==> src/rtl/run_detect_scheduler.sv <==
// Round-robin scheduler sharing one serial run-of-four detector among N requesters.
// Each granted word is shifted LSB-first into the detector and one hit/no-hit result is reported per frame.
module run_detect_scheduler #(
    parameter int N   = 4,
    parameter int LEN = 8
) (
    input  logic                 clk,
    input  logic                 aclr,
    input  logic [N-1:0]         req,
    input  logic [N*LEN-1:0]     data,
    output logic [N-1:0]         gnt,
    output logic                 busy,
    output logic                 done,
    output logic                 hit,
    output logic [$clog2(N)-1:0] ch,
    output logic                 det_w,
    output logic                 det_clr,
    input  logic                 det_z
);

    localparam int CHW = $clog2(N);
    localparam int CW  = $clog2(LEN);
    localparam int SW  = CHW + 1;

    typedef enum logic [2:0] {
        IDLE   = 3'd0,
        CLEAR  = 3'd1,
        SHIFT  = 3'd2,
        DRAIN  = 3'd3,
        REPORT = 3'd4
    } state_t;

    state_t           state;
    state_t           next;
    logic [LEN-1:0]   sreg;
    logic [CW-1:0]    cnt;
    logic             acc;
    logic [CHW-1:0]   last;
    logic [CHW-1:0]   start;
    logic [CHW-1:0]   off;
    logic [CHW-1:0]   pick;
    logic [SW-1:0]    sum;
    logic [2*N-1:0]   rot;
    logic [LEN-1:0]   word;
    logic             last_bit;

    assign last_bit = (cnt == CW'(LEN - 1));

    // Arbitration: rotate requests so the channel after the last served sits at bit 0.
    always_comb begin
        start = (last == CHW'(N - 1)) ? '0 : last + 1'b1;
        rot   = {req, req} >> start;
        off   = '0;
        for (int k = N - 1; k >= 0; k--) begin
            if (rot[k]) off = CHW'(k);
        end
        sum = {1'b0, start} + {1'b0, off};
        if (sum >= SW'(N)) sum = sum - SW'(N);
        pick = sum[CHW-1:0];
        word = '0;
        for (int k = 0; k < N; k++) begin
            if (pick == CHW'(k)) word = data[k*LEN +: LEN];
        end
    end

    always_ff @(posedge clk) begin
        if (aclr) state <= IDLE;
        else      state <= next;
    end

    always_comb begin
        next    = state;
        busy    = 1'b1;
        done    = 1'b0;
        det_clr = 1'b1;
        det_w   = 1'b0;
        case (state)
            IDLE: begin
                busy = 1'b0;
                if (|req) next = CLEAR;
            end
            CLEAR: next = SHIFT;
            SHIFT: begin
                det_clr = 1'b0;
                det_w   = sreg[0];
                if (last_bit) next = DRAIN;
            end
            DRAIN: begin
                det_clr = 1'b0;
                det_w   = sreg[0];
                next    = REPORT;
            end
            REPORT: begin
                done = 1'b1;
                next = IDLE;
            end
            default: next = IDLE;
        endcase
    end

    // Control registers: grant, channel index, arbitration pointer and the reported result.
    always_ff @(posedge clk) begin
        if (aclr) begin
            gnt  <= '0;
            ch   <= '0;
            last <= CHW'(N - 1);
            hit  <= 1'b0;
        end else begin
            case (state)
                IDLE: begin
                    if (|req) begin
                        gnt <= N'(1) << pick;
                        ch  <= pick;
                    end
                end
                DRAIN: hit <= acc | det_z;
                REPORT: begin
                    gnt  <= '0;
                    last <= ch;
                end
                default: ;
            endcase
        end
    end

    // Datapath: the last bit is not shifted out so it stays on det_w through DRAIN.
    always_ff @(posedge clk) begin
        case (state)
            IDLE: begin
                if (|req) sreg <= word;
            end
            CLEAR: begin
                cnt <= '0;
                acc <= 1'b0;
            end
            SHIFT: begin
                acc <= acc | det_z;
                if (!last_bit) begin
                    cnt  <= cnt + 1'b1;
                    sreg <= sreg >> 1;
                end
            end
            DRAIN: acc <= acc | det_z;
            default: ;
        endcase
    end

endmodule

==> config.mk <==
export PLATFORM = sky130hd
export DESIGN_NAME = run_detect_scheduler
export DESIGN_NICKNAME = d
export VERILOG_FILES = /design/src/rtl/run_detect_scheduler.sv
export SDC_FILE = /design/constraint.sdc
export NUM_CORES = 1
export LEC_CHECK = 0
export ABC_AREA = 1
export BUFFER_PORTS_ARGS = -buffer_cell sky130_fd_sc_hd__buf_2
export CORE_AREA = 2 2 57 59
export CTS_BUF_LIST = sky130_fd_sc_hd__clkbuf_8
export DETAILED_ROUTE_END_ITERATION = 6
export DIE_AREA = 0 0 59 61
export PLACE_DENSITY = 0.85
export SYNTH_ARGS = -nofsm -noshare
export SYNTH_HDL_FRONTEND = slang
export SYNTH_SLANG_ARGS = --single-unit
==> constraint.sdc <==
create_clock -name clk -period 3.01 [get_ports clk]
set_clock_uncertainty 0.15 [all_clocks]
set_input_delay 0.301 -clock clk [delete_from_list [all_inputs] [get_ports clk]]
set_output_delay 0.301 -clock clk [all_outputs]
set_load 0.05 [all_outputs]
# [Word-level counts from Yosys, hierarchy flattened]
# Cells that the tools add are included.
[totals] regBits=24 inputBits=39 out_inout_bits=11 wordCells=66
[op_classes] n_addsub=4 n_lt_le_gt_ge=1 n_eq_ne=12 shifts=2 n_mux=25 bitwise=1 reduce_logical=13
[ops] operator="two-way mux 8 bit" count=6
[ops] operator="case mux 8 bit (2 select lines)" count=1
[ops] operator="two-way mux 2 bit" count=6
[ops] operator="case mux 3 bit (4 select lines)" count=1
[ops] operator="two-way mux 3 bit" count=3
[ops] operator="case mux 4 bit (2 select lines)" count=1
[ops] operator="AND reduction 2 bit" count=4
[ops] operator="nonzero test 2 bit" count=4
[ops] operator=">> shifter 8 x 2 -> 4 bit" count=1
[ops] operator="== test 2 bit (second input constant)" count=3
[ops] operator="== test 3 x 2 -> 1 bit (second input constant)" count=2
[ops] operator="== test 3 bit (second input constant)" count=2
[ops] operator="!= test 2 bit (second input constant)" count=3
[ops] operator="case mux 3 bit (2 select lines)" count=1
[ops] operator="two-way mux 1 bit" count=4
[ops] operator="two-way mux 4 bit" count=1
[ops] operator="OR reduction 4 bit" count=1
[ops] operator="<< shifter 1 x 2 -> 4 bit (first input constant)" count=1
[ops] operator="adder 2 x 2 -> 3 bit" count=1
[ops] operator="adder 3 x 1 -> 3 bit (second input constant)" count=1
[ops] operator="== test 3 x 1 -> 1 bit (second input constant)" count=1
[ops] operator="greater-or-equal comparator 3 bit (second input constant)" count=1
[ops] operator="logical NOT 3 bit" count=1
[ops] operator="AND reduction 3 bit" count=1
[ops] operator="other kinds (7)" count=7

# [Depth between registers and ports, before layout]
# Gate-level depths: netlist of run 1.
[depth] depth_word=17 depth_mapped=17 depth_no_buf=16

# [Worst setup path before layout of run 1]
# Ideal clock, no wire load.
[synth_path] path_type="register to register" start="reg last[0]" end="reg sreg[6] (data pin)" arrival_ns=2.206 required_ns=2.608 path_slack_ns=0.402 stages_incl_launch_ff=17 n_path_buf=1 synth_period_minus_slack_ns=2.608 cell_sequence="dfxtp_1 > ha_1 > inv_2 > nand3_1 > nand2_1 > nand3_1 > a21boi_0 > ha_1 > xnor2_1 > inv_1 > nand2_4 > nand2_4 > buf_6 > o21ai_1 > nand3_1 > nand2_1 > nand2_1"
[synth_between] elab_chain_len=17 elab_cells_between_ends=22
[synth_rtl] item="start, declared" line_no="38" source="logic [CHW-1:0] last;"
[synth_rtl] item="start signal, assigned" line_no="106" source="last <= CHW'(N - 1);"
[synth_rtl] item="start signal, assigned" line_no="119" source="last <= ch;"
[synth_rtl] item="adder 2 x 1 -> 2 bit or == test 2 bit (tied branches)" line_no="51" source="start = (last == CHW'(N - 1)) ? '0 : last + 1'b1;"
[synth_rtl] item="two-way mux 2 bit *" line_no="51"
[synth_rtl] item=">> shifter 8 x 2 -> 4 bit" line_no="52" source="rot = {req, req} >> start;"
[synth_rtl] item="two-way mux 2 bit (4 in a row)" line_no="55" source="if (rot[k]) off = CHW'(k);"
[synth_rtl] item="adder 2 x 2 -> 3 bit *" line_no="57" source="sum = {1'b0, start} + {1'b0, off};"
[synth_rtl] item="greater-or-equal comparator 3 bit or subtractor 2 x 1 -> 2 bit (tied branches)" line_no="58" source="if (sum >= SW'(N)) sum = sum - SW'(N);"
[synth_rtl] item="two-way mux 2 bit *" line_no="58"
[synth_rtl] item="logical NOT 2 bit" line_no="62" source="if (pick == CHW'(k)) word = data[k*LEN +: LEN];"
[synth_rtl] item="two-way mux 8 bit (3 in a row)" line_no="62"
[synth_rtl] item="two-way mux 8 bit *" line_no="62"
[synth_rtl] item="two-way mux 8 bit *" line_no="130" source="if (|req) sreg <= word;"
[synth_rtl] item="case mux 8 bit (2 select lines) *" line_no="128" source="case (state)"
[synth_rtl] item="end signal, assigned" line_no="130"
[synth_rtl] item="end signal, assigned" line_no="140" source="sreg <= sreg >> 1;"
[synth_rtl] item="end, declared" line_no="35" source="logic [LEN-1:0] sreg;"
# Every way passes the cells marked *; elsewhere a longest branch is shown, timed or not. The select of a mux whose other input is x is not followed.
# A chain may end at the register's enable or synchronous reset.

# [Final worst setup path of run 1]
[layout_path] start="reg last[1]" end="reg sreg[2] (data pin)"
# The elaborated chain is that of the path after synthesis.

==> results.md, run 1 <==
- Post-synthesis cell type count: 29
- Initial DRC Count: 82
- Drc violations: 0
- Drt pass-1 iters: 4
- WS Path Type: flip-flop to flip-flop
- CTS tree: yes
- Crit path max fanout: 14
- Clk Latency, worst-skew pair: 260 ps
- M2 GR Usage: 36.2%
- Worst slew pin tran: 446 ps
- Hold Path Class: input port to flip-flop
- CP max stage cell: ha_2
- Gr busiest metal: met2
- Pin count of the biggest net entering global routing: 16
- Critical Path Max Stage Delay: 400 ps
- Vias in the first global route: 1357
- Share of cells above drive strength 1: 28.6%
- Global-route wire length before repair: 5750 µm
- Most used cell, CP: nand2_1
- CTS Sinks: 24
- TNS Setup: 0 ps
- Setup violations, final: 0
- H-tree depth: 1
- Flip-flop and latch area: 601 µm²
- Post-CTS Setup Bufs: 0
- Initial antenna violation count: 0
- Number of buffers and inverters on the critical path: 2
- Crit path capture: sreg[2]$_DFFE_PP_
- Seq/Total Area, Yosys: 39.7%
- Synth area leader: edfxtp_1
- FF-to-FF Start: last[1]$_SDFFE_PP1P_
- Util after Layout: 63.4%
- Root buffer cell: clkbuf_8
- Pint: 723 µW
- Synth top area share: 23.8%
- Routed WL per cell: 11.8 µm
- Fmax: 0.367 GHz
- Combinational power share: 33.8%
- Mux contribution to synthesized area: 0%
- Average vias per placed instance: 5.20
- Via Count: 1499
- Starting density of the core: 51.3%
- CTS max path bufs: 2
- Cell depth of the worst setup path: 15
- Syn_nets: 249
- Critical path, cell by cell: ha_2 > inv_2 > nand3_1 > nand2_1 > nand3_1 > a21boi_0 > ha_1 > xnor2_2 > inv_1 > nand2_4 > nand2_4 > nand2_8 > nand4_1 > nand2_1 > nand2_1
- Routed Wire Length: 3380 µm
- Clk pwr share: 25.1%
- Fin nets: 299
- Synth Warn #: 0
- Cells after Synth: 206
- Synth Area in Simple Gates: 38.3%
- Required time of the critical path: 2890 ps
- Multi-input combinational cell area: 786 µm²
- I/O Buffers: 49
- Complex-gate fraction of the synthesized area: 8.43%
- R2R depth: 15
- Total GRT Usage: 20.7%
- DIE WIDTH: 59 µm
- Row count: 20
- Gpl congestion: 0.866
- Final Slew Violations: 0
- Fin crit share: 90.6%
- Dpl hpwl: 2710 µm
- Min cycle time layout: 2730 ps
- Area grow syn2layout: 23.6%
- Antenna Cells: 0
- Met3 Use GR: 2.56%
- Core ar.: 2950 µm²
- Worst vdd ir: 0.236 mV
- Cts bufs inserted: 3
- Filler cell count: 283
- FF-to-FF End: sreg[2]$_DFFE_PP_
- Antenna Nets Post-Route: 0
- R2R Setup Slk: 280 ps
- CP Data Arrival Time: 2600 ps
- RSZ-0062 raised after global routing: false
- Cell Pwr Density: 593 nW/µm²
- Share of power burned in registers: 41.0%
- Area contributors post-synth: edfxtp_1 24%, dfxtp_1 16%, nand2_1 12%
- Switching Power: 387 µW
- GR Overflow Total: 0
- Final count of hold timing violations: 0
- Yosys reg bits: 24
- Clock transition at path regs: 80 ps
- Largest family of logic cells by synthesized area: simple AND/OR/NAND/NOR gates
- Worst Setup SP: last[1]$_SDFFE_PP1P_
- Die Y: 61 µm
- Maxcap violations: 0
- Sw Share: 34.9%
- Synth Area in Adders: 3.31%
- Critical Path End Type: flip-flop
- Critical Path Source Type: flip-flop
- Ports: 50
- Die area: 3600 µm²
- Relative slew margins: 69.5%
- Post-synthesis xor/xnor area fraction: 0.579%
- Met1 GRT Util: 28.4%
- Netlist Area Pre-Place: 1510 µm²
- Delay-heaviest family, CP: simple AND/OR/NAND/NOR gates
- LEAKAGE: 0.000933 µW
- Status: completed
- Syn avg cell area: 7.35 µm²
==> timing repair <==
item / in CTS / in global routing
endpoints found under the setup margin: 0 / 8
hold buffers: 0 / 0
gates resized for setup: 0 / 4
==> through the flow <==
stage                     cell area [µm²]  instances  worst slack, ps  power [µW]  hold slack, ps
after global placement               1780        284              201         825             301
final                                1870        288              284        1110             151
after CTS                            1850        288              124        1110             148
after detailed placement             1780        284              148         832             305
after floorplan                      1510        206              402         736             297
after global routing                 1870        288             57.6        1180             162
==> layout by cell type, fill, tap and decap left out, drive strengths merged <==
cell / n
nor3: 1
xnor2: 1
nor2: 23
or2: 2
clkbuf: 3
nand4: 18
nand2: 54
a21boi: 1
o211ai: 1
buf: 53
nand3: 23
nor4: 1
a2111oi: 1
bufinv: 1
a211oi: 1
dfxtp: 12
inv: 26
o21ai: 11
edfxtp: 12
a21oi: 6
ha: 4
==> worst reg2reg max path, stage by stage (launching register included) <==
cell and delay [ps]:
dfxtp_1 320, ha_2 400, inv_2 70, nand3_1 80
nand2_1 70, nand3_1 60, a21boi_0 80, ha_1 210
xnor2_2 210, inv_1 110, nand2_4 160, nand2_4 150
nand2_8 140, nand4_1 130, nand2_1 80, nand2_1 50
==> Yosys cell counts <==
| cell | count |
|---|---|
| dfxtp_1 | 12 |
| inv_2 | 4 |
| a21oi_1 | 6 |
| o21ai_2 | 3 |
| xnor2_1 | 1 |
| edfxtp_1 | 12 |
| a21boi_0 | 1 |
| nor4_1 | 1 |
| or2_0 | 1 |
| or2_2 | 1 |
| nor2_1 | 23 |
| nor3_1 | 1 |
| nand3_4 | 1 |
| nand4_1 | 18 |
| nand2_1 | 49 |
| nand2_2 | 2 |
| o21ai_0 | 5 |
| nand3_1 | 22 |
| buf_1 | 1 |
| inv_1 | 22 |
| o211ai_1 | 1 |
| a2111oi_0 | 1 |
| o21ai_1 | 3 |
| ha_1 | 4 |
| clkbuf_1 | 2 |
| buf_2 | 3 |
| buf_6 | 2 |
| a211oi_1 | 1 |
| nand2_4 | 3 |
==> cells by family (layout without fill, tap and decap cells) <==
group,after synthesis,in the layout
AOI/OAI and AO/OA,21,21
xor gates and xnor gates,1,1
adders and majority gates,4,4
buffers and inverters,34,83
DFF,24,24
and+or+nand+nor,122,122
==> sequential cells by signal, indices dropped and copies added (netlist names) <==
signal	cells
acc	1
ch	2
cnt	3
gnt	4
hit	1
last	2
sreg	8
state	3
==> per-layer routing <==
layer | up-vias | share of wire, % | wire length [µm]
li1 | 792 | - | -
met1 | 651 | 47 | 1580
met2 | 54 | 47 | 1600
met3 | 2 | 5.6 | 191
met4 | 0 | 0.47 | 16
met5 | - | 0 | 0
==> how the worst min path moves through the flow <==
stage / startpoint / to / slack, ps / cells past startpoint
floorplan: last[1]$_SDFFE_PP1P_ / last[1]$_SDFFE_PP1P_ / 300 / 2
global placement: gnt[3]$_SDFFE_PP0P_ / gnt[3]$_SDFFE_PP0P_ / 300 / 2
detailed placement: gnt[2]$_SDFFE_PP0P_ / gnt[2]$_SDFFE_PP0P_ / 300 / 2
CTS: aclr / gnt[2]$_SDFFE_PP0P_ / 150 / 2
global route: aclr / gnt[2]$_SDFFE_PP0P_ / 160 / 2
finish: aclr / gnt[2]$_SDFFE_PP0P_ / 150 / 2
==> power groups by stage <==
stage               logic, µW  registers, µW  clock network (µW)
floorplan                 242            494                   0
global placement          367            458                   0
detailed placement        371            461                   0
CTS                       374            456                 284
global route              424            462                 296
finish                    376            455                 279
==> area by class of cell <==
type,instances,share of cell area [%]
Timing Repair Buffer,53,14.7
Multi-Input combinational cell,148,42.0
Clock inverter,1,1.60
Sequential cell,24,32.1
Tap cell,33,2.21
Inverter,26,5.21
Clock buffer,3,2.21
No activity file was read; power rests on OpenSTA's default activity.
==> run 2, diff against run 1 <==
--- a/config.mk
+++ b/config.mk
@@ -7,11 +7,11 @@
 export LEC_CHECK = 0
 export ABC_AREA = 1
 export BUFFER_PORTS_ARGS = -buffer_cell sky130_fd_sc_hd__buf_2
-export CORE_AREA = 2 2 57 59
-export CTS_BUF_LIST = sky130_fd_sc_hd__clkbuf_8
+export CORE_AREA = 2 2 53 67
+export CTS_BUF_LIST = sky130_fd_sc_hd__clkbuf_4 sky130_fd_sc_hd__clkbuf_8 sky130_fd_sc_hd__clkbuf_16
 export DETAILED_ROUTE_END_ITERATION = 6
-export DIE_AREA = 0 0 59 61
-export PLACE_DENSITY = 0.85
+export DIE_AREA = 0 0 55 69
+export PLACE_DENSITY = 0.81
 export SYNTH_ARGS = -nofsm -noshare
 export SYNTH_HDL_FRONTEND = slang
 export SYNTH_SLANG_ARGS = --single-unit
==> constraint.sdc (replaced) <==
create_clock -name clk -period 2.9 [get_ports clk]
set_clock_uncertainty 0.15 [all_clocks]
set_input_delay 0.29 -clock clk [delete_from_list [all_inputs] [get_ports clk]]
set_output_delay 0.29 -clock clk [all_outputs]
set_load 0.05 [all_outputs]
==> results.md, run 2 (synthesis gave the netlist of run 1 again) <==
- Commonest cells after routing, fill and taps aside: 49 x nand2_1, 49 x buf_2, 23 x nor2_1 (unchanged)
- Pint: 690 µW (was 723 µW)
- PnR worst setup slack: 243 ps (was 284 ps)
- Setup violations, final: 0 (unchanged)
- Post-CTS Hold Fix Bufs: 0 (unchanged)
- Relative slew margins: 68.6% (was 69.5%)
- Starting density of the core: 47.8% (was 51.3%)
- Status: completed (unchanged)
- Hold Path Class: input port to flip-flop (unchanged)
- Most flop-heavy register: sreg (unchanged)
- R2R depth: 14 (was 15)
- LEAKAGE: 0.000941 µW (was 0.000933 µW)
- Ports: 50 (unchanged)
- Critical Path Source Type: flip-flop (unchanged)
- Fin crit share: 91.6% (was 90.6%)
- Fmax: 0.376 GHz (was 0.367 GHz)
- CP Data Arrival Time: 2540 ps (was 2600 ps)
- Combinational power share: 35.9% (was 33.8%)
- Worst vdd ir: 0.295 mV (was 0.236 mV)
- Initial DRC Count: 56 (was 82)
- Area grow syn2layout: 23.5% (was 23.6%)
- Worst slew pin tran: 467 ps (was 446 ps)
- Crit path capture: sreg[5]$_DFFE_PP_ (was sreg[2]$_DFFE_PP_)
- Final count of hold timing violations: 0 (unchanged)
- Pin count of the biggest net entering global routing: 16 (unchanged)
- Antenna Nets Post-Route: 0 (unchanged)
- Global-route wire length before repair: 5630 µm (was 5750 µm)
- Antenna Cells: 0 (unchanged)
- DIE WIDTH: 55 µm (was 59 µm)
- R2R Setup Slk: 240 ps (was 280 ps)
- TNS Setup: 0 ps (unchanged)
- Critical path, cell by cell: ha_2 > inv_2 > nand3_1 > nand2_1 > nand3_1 > a21boi_1 > ha_2 > xnor2_2 > nand3_4 > nand2_4 > nand2_4 > or2_0 > nand3_1 > nand2_1 (was ha_2 > inv_2 > nand3_1 > nand2_1 > nand3_1 > a21boi_0 > ha_1 > xnor2_2 > inv_1 > nand2_4 > nand2_4 > nand2_8 > nand4_1 > nand2_1 > nand2_1)
- Met3 Use GR: 3.25% (was 2.56%)
- M2 GR Usage: 32.4% (was 36.2%)
- Clk pwr share: 20.9% (was 25.1%)
- Initial antenna violation count: 0 (unchanged)
- Critical Path Max Stage Delay: 350 ps (was 400 ps)
- Final Slew Violations: 0 (unchanged)
- Gr busiest metal: met2 (unchanged)
- Gpl congestion: 0.812 (was 0.866)
- Fin nets: 301 (was 299)
- Critical Path End Type: flip-flop (unchanged)
- CP max stage cell: dfxtp_1 (was ha_2)
- Largest register FFs: 8 (unchanged)
- Most used cell, CP: nand3_1 (was nand2_1)
- Clock transition at path regs: 80 ps (about the same)
- FF-to-FF Start: last[0]$_SDFFE_PP1P_ (was last[1]$_SDFFE_PP1P_)
- CTS tree: yes (unchanged)
- Drt pass-1 iters: 4 (unchanged)
- Root buffer cell: clkbuf_8 (unchanged)
- Worst Setup SP: last[0]$_SDFFE_PP1P_ (was last[1]$_SDFFE_PP1P_)
- CTS Sinks: 24 (unchanged)
- Final hold slack: 149 ps (was 151 ps)
- Cell Pwr Density: 581 nW/µm² (was 593 nW/µm²)
- Total GRT Usage: 19.9% (was 20.7%)
- Required time of the critical path: 2780 ps (was 2890 ps)
- Dpl hpwl: 2750 µm (was 2710 µm)
- Core ar.: 3170 µm² (was 2950 µm²)
- Average vias per placed instance: 5.26 (was 5.20)
- Share of power burned in registers: 43.2% (was 41.0%)
- Clk Latency, worst-skew pair: 270 ps (was 260 ps)
- Share of cells above drive strength 1: 29.6% (was 28.6%)
- Routed WL per cell: 11.8 µm (about the same)
- Post-CTS Resized: 0 (unchanged)
- Cell depth of the worst setup path: 14 (was 15)
- Sw Share: 36.5% (was 34.9%)
- RSZ-0062 raised after global routing: false (unchanged)
- Drc violations: 0 (unchanged)
- Die Y: 69 µm (was 61 µm)
- Pre-CTS setup slack: 127 ps (was 148 ps)
- Vias in the first global route: 1338 (was 1357)
- FF-to-FF End: sreg[5]$_DFFE_PP_ (was sreg[2]$_DFFE_PP_)
- Post-CTS Setup Bufs: 0 (unchanged)
- Via Count: 1547 (was 1499)
- WS Path Type: flip-flop to flip-flop (unchanged)
- Crit path max fanout: 14 (unchanged)
- Maxcap violations: 0 (unchanged)
- Met1 GRT Util: 25.4% (was 28.4%)
- Delay-heaviest family, CP: simple AND/OR/NAND/NOR gates (unchanged)
- I/O Buffers: 49 (unchanged)
- Number of buffers and inverters on the critical path: 1 (was 2)
- GR Overflow Total: 0 (unchanged)
- Largest regs: sreg (8), gnt (4) (unchanged)
- Cts bufs inserted: 3 (unchanged)
- Routed Wire Length: 3480 µm (was 3380 µm)
- Row count: 23 (was 20)
- Switching Power: 396 µW (was 387 µW)
- H-tree depth: 1 (unchanged)
- CTS max path bufs: 2 (unchanged)
- Die area: 3800 µm² (was 3600 µm²)
- Min cycle time layout: 2660 ps (was 2730 ps)
==> run 2: worst min-delay path by stage <==
stage	start	end	slack (ps)	depth (start not counted)
6_report	aclr	gnt[2]$_SDFFE_PP0P_	150	2
3_5_place_dp	gnt[0]$_SDFFE_PP0P_	gnt[0]$_SDFFE_PP0P_	300	2
5_1_grt	aclr	gnt[0]$_SDFFE_PP0P_	140	2
3_3_place_gp	gnt[1]$_SDFFE_PP0P_	gnt[1]$_SDFFE_PP0P_	300	2
4_1_cts	aclr	gnt[0]$_SDFFE_PP0P_	150	2
2_1_floorplan	last[1]$_SDFFE_PP1P_	last[1]$_SDFFE_PP1P_	300	2
==> run 2: metrics by stage <==
stage | power (µW) | cell area, µm² | std cells | util (%)
final | 1090 | 1870 | 294 | 59.1
after global routing | 1160 | 1870 | 294 | 59.1
after CTS | 1090 | 1860 | 294 | 58.7
after detailed placement | 864 | 1800 | 290 | 56.9
after global placement | 858 | 1800 | 290 | 56.9
after floorplan | 764 | 1510 | 206 | -
==> run 2: layout make-up <==
class                      count  area [µm²]
timing repair buffer          55         290
fill                         302        1300
inverter                      26        97.6
tap                           37        46.3
clock buffer                   4        55.1
multi-input combinational    148         779
sequential                    24         601
==> run 2: routing by layer <==
layer  up-vias  share of wire, %
li1        795                 -
met5         -                 0
met3         7               6.6
met1       672                42
met2        73                49
met4         0               2.0
==> run 2: worst reg2reg max path, stage by stage, from the launching register on <==
cell      delay, ps
dfxtp_1         350
ha_2            330
inv_2           100
nand3_1          70
nand2_1          90
nand3_1          70
a21boi_1        140
ha_2            210
xnor2_2         140
nand3_4         110
nand2_4         160
nand2_4         140
or2_0           230
nand3_1          80
nand2_1          50
==> run 2: power groups by stage <==
stage,clock network (µW),logic (µW),registers [µW]
CTS,228,388,469
finish,227,390,469
detailed placement,0,387,476
global route,247,440,477
global placement,0,384,475
floorplan,0,251,512
